$ cat src/rtl/svutest_req_rsp_responder.sv
`default_nettype none
// ============================================================================
// Module   : svutest_req_rsp_responder
// Purpose  : Target-side req/rsp responder with payload FIFO, protocol
//            checker and transfer-count done flag.
//            Optional LFSR backpressure: SVUTEST_RESPONDER_RANDOM_STALL_EN
// Revision : 1.0 - initial release
// ============================================================================
module svutest_req_rsp_responder #(
    parameter int unsigned WIDTH    = 8,
    parameter int unsigned DEPTH    = 4,
    parameter int unsigned EXPECTED = 16,
    parameter logic [15:0] SEED     = 16'hACE1
) (
    input  logic                       clk,
    input  logic                       rst,
    input  logic                       req,
    input  logic [WIDTH-1:0]           req_payload,
    output logic                       rsp,
    input  logic                       stall,
    output logic                       out_valid,
    output logic [WIDTH-1:0]           out_payload,
    input  logic                       pop,
    output logic [$clog2(DEPTH+1)-1:0] count,
    output logic [31:0]                accepted,
    output logic                       protocol_error,
    output logic                       done
);

    localparam int unsigned c_CNT_W = $clog2(DEPTH + 1);
    localparam int unsigned c_PTR_W = (DEPTH > 1) ? $clog2(DEPTH) : 1;
    localparam logic [c_CNT_W-1:0] c_DEPTH_CNT = c_CNT_W'(DEPTH);
    localparam logic [c_PTR_W-1:0] c_LAST_PTR  = c_PTR_W'(DEPTH - 1);
    localparam logic [15:0]        c_SEED      = (SEED == 16'h0000) ? 16'hACE1 : SEED;

    logic [WIDTH-1:0]   mem_q [DEPTH];
    logic [c_PTR_W-1:0] head_q, head_d;
    logic [c_PTR_W-1:0] tail_q, tail_d;
    logic [c_CNT_W-1:0] count_q, count_d;
    logic [31:0]        accepted_q, accepted_d;
    logic               perr_q, perr_d;
    logic               done_q, done_d;
    logic               hist_req_q, hist_req_d;
    logic               hist_rsp_q, hist_rsp_d;
    logic [WIDTH-1:0]   hist_payload_q, hist_payload_d;

    logic rand_stall;
    logic push;
    logic do_pop;
    logic violation;

    function automatic logic [c_PTR_W-1:0] next_ptr(input logic [c_PTR_W-1:0] p);
        return (p == c_LAST_PTR) ? '0 : p + 1'b1;
    endfunction

`ifdef SVUTEST_RESPONDER_RANDOM_STALL_EN
    logic [15:0] lfsr_q, lfsr_d;
    logic        lfsr_fb;

    // Right-shifting Fibonacci form of taps 16,14,13,11
    always_comb begin
        lfsr_fb = lfsr_q[0] ^ lfsr_q[2] ^ lfsr_q[3] ^ lfsr_q[5];
        lfsr_d  = {lfsr_fb, lfsr_q[15:1]};
    end

    always_ff @(posedge clk or negedge rst) begin
        if (!rst) begin
            lfsr_q <= c_SEED;
        end else begin
            lfsr_q <= lfsr_d;
        end
    end

    assign rand_stall = (lfsr_q[1:0] == 2'b00);
`else
    logic unused_seed;
    assign unused_seed = ^c_SEED;
    assign rand_stall  = 1'b0;
`endif

    // Acceptance looks at pre-pop occupancy, so a full FIFO never pushes
    // in the same cycle it pops.
    assign rsp    = rst && (count_q < c_DEPTH_CNT) && !stall && !rand_stall;
    assign push   = req && rsp;
    assign do_pop = pop && out_valid;

    assign violation = hist_req_q && !hist_rsp_q &&
                       (!req || (req_payload != hist_payload_q));

    always_comb begin
        head_d         = head_q;
        tail_d         = tail_q;
        count_d        = count_q;
        accepted_d     = accepted_q;
        perr_d         = perr_q | violation;
        hist_req_d     = req;
        hist_rsp_d     = rsp;
        hist_payload_d = req_payload;
        done_d         = (EXPECTED != 0) && (accepted_q >= EXPECTED) && (count_q == '0);

        if (push) begin
            tail_d = next_ptr(tail_q);
            if (accepted_q != 32'hFFFF_FFFF) begin
                accepted_d = accepted_q + 32'd1;
            end
        end
        if (do_pop) begin
            head_d = next_ptr(head_q);
        end
        if (push && !do_pop) begin
            count_d = count_q + 1'b1;
        end else if (!push && do_pop) begin
            count_d = count_q - 1'b1;
        end
    end

    always_ff @(posedge clk or negedge rst) begin
        if (!rst) begin
            head_q         <= '0;
            tail_q         <= '0;
            count_q        <= '0;
            accepted_q     <= '0;
            perr_q         <= 1'b0;
            done_q         <= 1'b0;
            hist_req_q     <= 1'b0;
            hist_rsp_q     <= 1'b0;
            hist_payload_q <= '0;
        end else begin
            head_q         <= head_d;
            tail_q         <= tail_d;
            count_q        <= count_d;
            accepted_q     <= accepted_d;
            perr_q         <= perr_d;
            done_q         <= done_d;
            hist_req_q     <= hist_req_d;
            hist_rsp_q     <= hist_rsp_d;
            hist_payload_q <= hist_payload_d;
        end
    end

    // Storage needs no reset; the read port is masked while empty.
    always_ff @(posedge clk) begin
        if (push) begin
            mem_q[tail_q] <= req_payload;
        end
    end

    assign out_valid      = (count_q != '0);
    assign out_payload    = out_valid ? mem_q[head_q] : '0;
    assign count          = count_q;
    assign accepted       = accepted_q;
    assign protocol_error = perr_q;
    assign done           = done_q;

endmodule
`default_nettype wire

$ cat config.mk
export PLATFORM = sky130hd
export DESIGN_NAME = svutest_req_rsp_responder
export DESIGN_NICKNAME = d
export VERILOG_FILES = /design/src/rtl/svutest_req_rsp_responder.sv
export SDC_FILE = /design/constraint.sdc
export NUM_CORES = 1
export LEC_CHECK = 0
export CAP_MARGIN = 25
export CORE_MARGIN = 4
export CORE_UTILIZATION = 45
export DETAILED_ROUTE_END_ITERATION = 8
export DONT_BUFFER_PORTS = 1
export GPL_ROUTABILITY_DRIVEN = 0
export PLACE_DENSITY = 0.69
export SYNTH_ARGS = -nofsm -noshare
export SYNTH_HDL_FRONTEND = slang
export SYNTH_SLANG_ARGS = --single-unit
$ cat constraint.sdc
create_clock -name clk -period 1.98 [get_ports clk]
set_input_delay 0.396 -clock clk [delete_from_list [all_inputs] [get_ports clk]]
set_output_delay 0.396 -clock clk [all_outputs]
set_load 0.01 [all_outputs]
==> summary.txt <==
YS warnings -> 0
Slew Viols, Final -> 0
Pwr Total -> 0.004766 W
Routed Antenna Nets -> 0
Worst Path Arrival -> 1.57 ns
Rel. slew slack -> 0.6990
IO buf count -> 0
Setup TNS -> 0 ns
WL/cell -> 18.57 um
Pwr Density -> 1029 nW/um^2
# rows -> 32
Post-DP Area -> 4280 um^2
largest family of logic cells by synthesized area -> simple AND/OR/NAND/NOR gates
number of DRC markers in iteration 0 -> 99
mux contribution to synthesized area -> 0.05846
Internal -> 0.003382 W
DR vias/cell -> 5.435
Final Hold Viols -> 0
NetSw -> 0.001384 W
Post-Synth XOR/XNOR Area -> 0.09573
share of post-route cells with drive strength above 1 -> 0.3728
#FFs+latches synth -> 83
dpl hpwl -> 5956 um
Startpoint Class -> flop
sequential fraction of the synthesis area -> 0.6113
CTS max path bufs -> 2
pre-CTS WS -> -0.1143 ns
vias in the first global route -> 2574
Yosys top cell area share -> 0.3487
Root Buffer -> clkbuf_8
non-filler cells, final -> 448
Inst Count DP -> 425
crit path launch -> head_q[0]
clk slew on worst S/H paths -> 0.08 ns
reg2reg start -> count[2]
ys flop type -> dfrtp_1
Area Overhead vs Synth -> 26.56%
worst hold start -> req_payload[5]
slowest stage delay, CP -> 0.51 ns
Synth area leaders -> dfrtp_1 (35%), edfxtp_1 (26%), xor2_1 (5.3%), mux4_2 (4.9%), xnor2_1 (4.3%)
Final Net Count -> 363
Post-Synth Simple-Gate Area -> 0.1614
final worst slack -> 0.01845 ns
crit path max fanout -> 9
# Max-Cap Violations -> 0
final setup fails -> 0
Tcrit/Tclk final -> 0.9907
DRC viols -> 0
Initial Utilization -> 0.4688
critical path class -> reg -> out
Max H-tree Level -> 3
status -> finished, final reports clean
Sw Share -> 0.2904
Distinct cells, synth -> 40
Mapped Cells -> 269
first-pass GRT wire length -> 13650 um
Antenna Cells -> 0
RSZ-0062 raised after global routing -> yes
post-synthesis compound-gate area fraction -> 0.02291
largest area contributor in the netlist -> dfrtp_1
drt first pass iters -> 5
Peak supply drop -> 437.0 uV
TritonCTS clock tree -> done
initial antenna violation count -> 0
Critical-path top delay cell -> mux4_2
Tmin final -> 1.962 ns
via count -> 2435
Achievable Freq -> 0.5098 GHz
# IOs -> 60
combinational power share -> 0.272
CTS buffer count -> 9
Clock Power Share -> 0.279
static leakage -> 1.959 nW
Num Clock Sinks -> 83
Die Wd -> 98.18 um
Post-Synth Adder-Cell Area -> 0.03282
Post-Synthesis Cell Area -> 3660 um^2
clk_lat worst skew -> 0.34 ns
Fin Clk Skew -> 0.006772 ns
syn_nets -> 291
critical path endpoint category -> output pin
share of total power in sequential cells -> 0.449
Total GRT Usage -> 0.1808
post-route cell area -> 4632 um^2
Die Y -> 98.18 um
EDFF count, synth -> 32
Routed WL -> 8321 um
Core Area -> 7807 um^2
GRT overflow -> 0
Synth async-reset ratio -> 0.6145
CP required -> 1.58 ns
worst-path cell chain -> buf_12 -> mux4_2 -> and2_4
worst slew pin tran -> 0.4516 ns
die area -> 9639 um^2
Hold WC Path Type -> in -> reg
pin count of the biggest net entering global routing -> 52
Avg Cell Area, Syn -> 13.61 um^2
## worst paths after layout
path / endpoint / slack [ns] / depth (start not counted)
hold / removal: hist_payload_q[5] / 0.08 / 0
min in group asynchronous: accepted[17] / 0.57 / 2
setup / recovery: out_payload[3] / 0.02 / 3
setup reg to reg: count[2] / 0.04 / 8
max in group asynchronous: count[2] / 1.16 / 2
hold reg to reg: protocol_error / 0.50 / 1
## state kept, by name, summed over array words and instances, names as in the netlist
name	count
accepted	32
count	3
done	1
head_q	2
hist_payload_q	8
hist_req_q	1
hist_rsp_q	1
mem_q	32
protocol_error	1
tail_q	2
## placed cells by master, fill, tap and decap left out, types with 7 or more instances in the layout
cell type and n:
buf_4 62, xnor2_1 18, clkbuf_8 9, dfrtp_2 11, inv_1 8, nand2_1 9, nor3_1 7, nand4_1 15
mux4_2 8, nand3_1 9, dfrtp_1 40, nor4_1 9, nor2_1 11, ha_1 7, xor2_1 22, edfxtp_1 32
and3_1 8, and2_4 8
## metrics by stage
step	hold WS (ns)	util
floorplan	0.1004	-
global placement	0.1015	0.5482
detailed placement	0.1013	0.5482
CTS	0.06570	0.5849
global route	0.05006	0.5933
finish	0.08099	0.5933
## critical path, delay by kind of cell, from the launching register on
kind / cells / cell delay (ns)
DFF: 1 / 0.38
muxes: 1 / 0.51
and+or+nand+nor: 1 / 0.19
buffers and inverters: 1 / 0.15
## cell usage after synthesis (3+ instances only)
master,count
and2_1,9
and3_1,9
and4_1,4
clkbuf_1,4
dfrtp_1,51
edfxtp_1,32
ha_1,8
inv_1,8
mux2_2,3
mux4_2,8
nand2_1,10
nand3_1,10
nand4_1,15
nor2_1,12
nor3_1,8
nor4_1,10
o21ai_0,3
xnor2_1,18
xor2_1,22
## logic make-up after synthesis
kind of cell / after synthesis
simple gates: 99
flops: 83
xor+xnor: 40
buf+inv: 15
compound gates: 12
mux: 11
fa+ha+maj: 9
## repair_timing
| item | in CTS | in global routing |
|---|---|---|
| setup endpoints to repair | 27 | 32 |
| hold endpoints to repair | 51 | 0 |
| pin swaps | 6 | 3 |
| hold buffers | 2 | 0 |
| resized for setup | 4 | 15 |
| buffers inserted | 3 | 2 |
## final cells by class
| cell class | count | area (um^2) |
|---|---|---|
| flip-flops and latches | 83 | 2251 |
| fillers | 620 | 3176 |
| inverters | 9 | 35.03 |
| well taps | 102 | 127.6 |
| repair buffers | 67 | 554.3 |
| clock buffers | 11 | 131.4 |
| multi-input cells | 171 | 1448 |
| clock inverters | 5 | 85.08 |
## power by group through the flow
stage | Clock [W] | Sequential, W | Combinational (W)
finish | 0.00133 | 0.00214 | 0.00130
CTS | 0.00135 | 0.00213 | 0.00125
global placement | 0 | 0.00216 | 0.00112
detailed placement | 0 | 0.00217 | 0.00116
floorplan | 0 | 0.00217 | 0.000730
global route | 0.00144 | 0.00216 | 0.00144
## layer usage
metal  track usage  vias to the layer above  share of wire
li1              -                     1131              -
met1        0.2419                     1243           0.44
met2        0.2827                       57           0.49
met3       0.05500                        4          0.059
met4       0.06197                        0         0.0095
met5             0                        -              0
No activity file was read; power rests on OpenSTA's default activity.
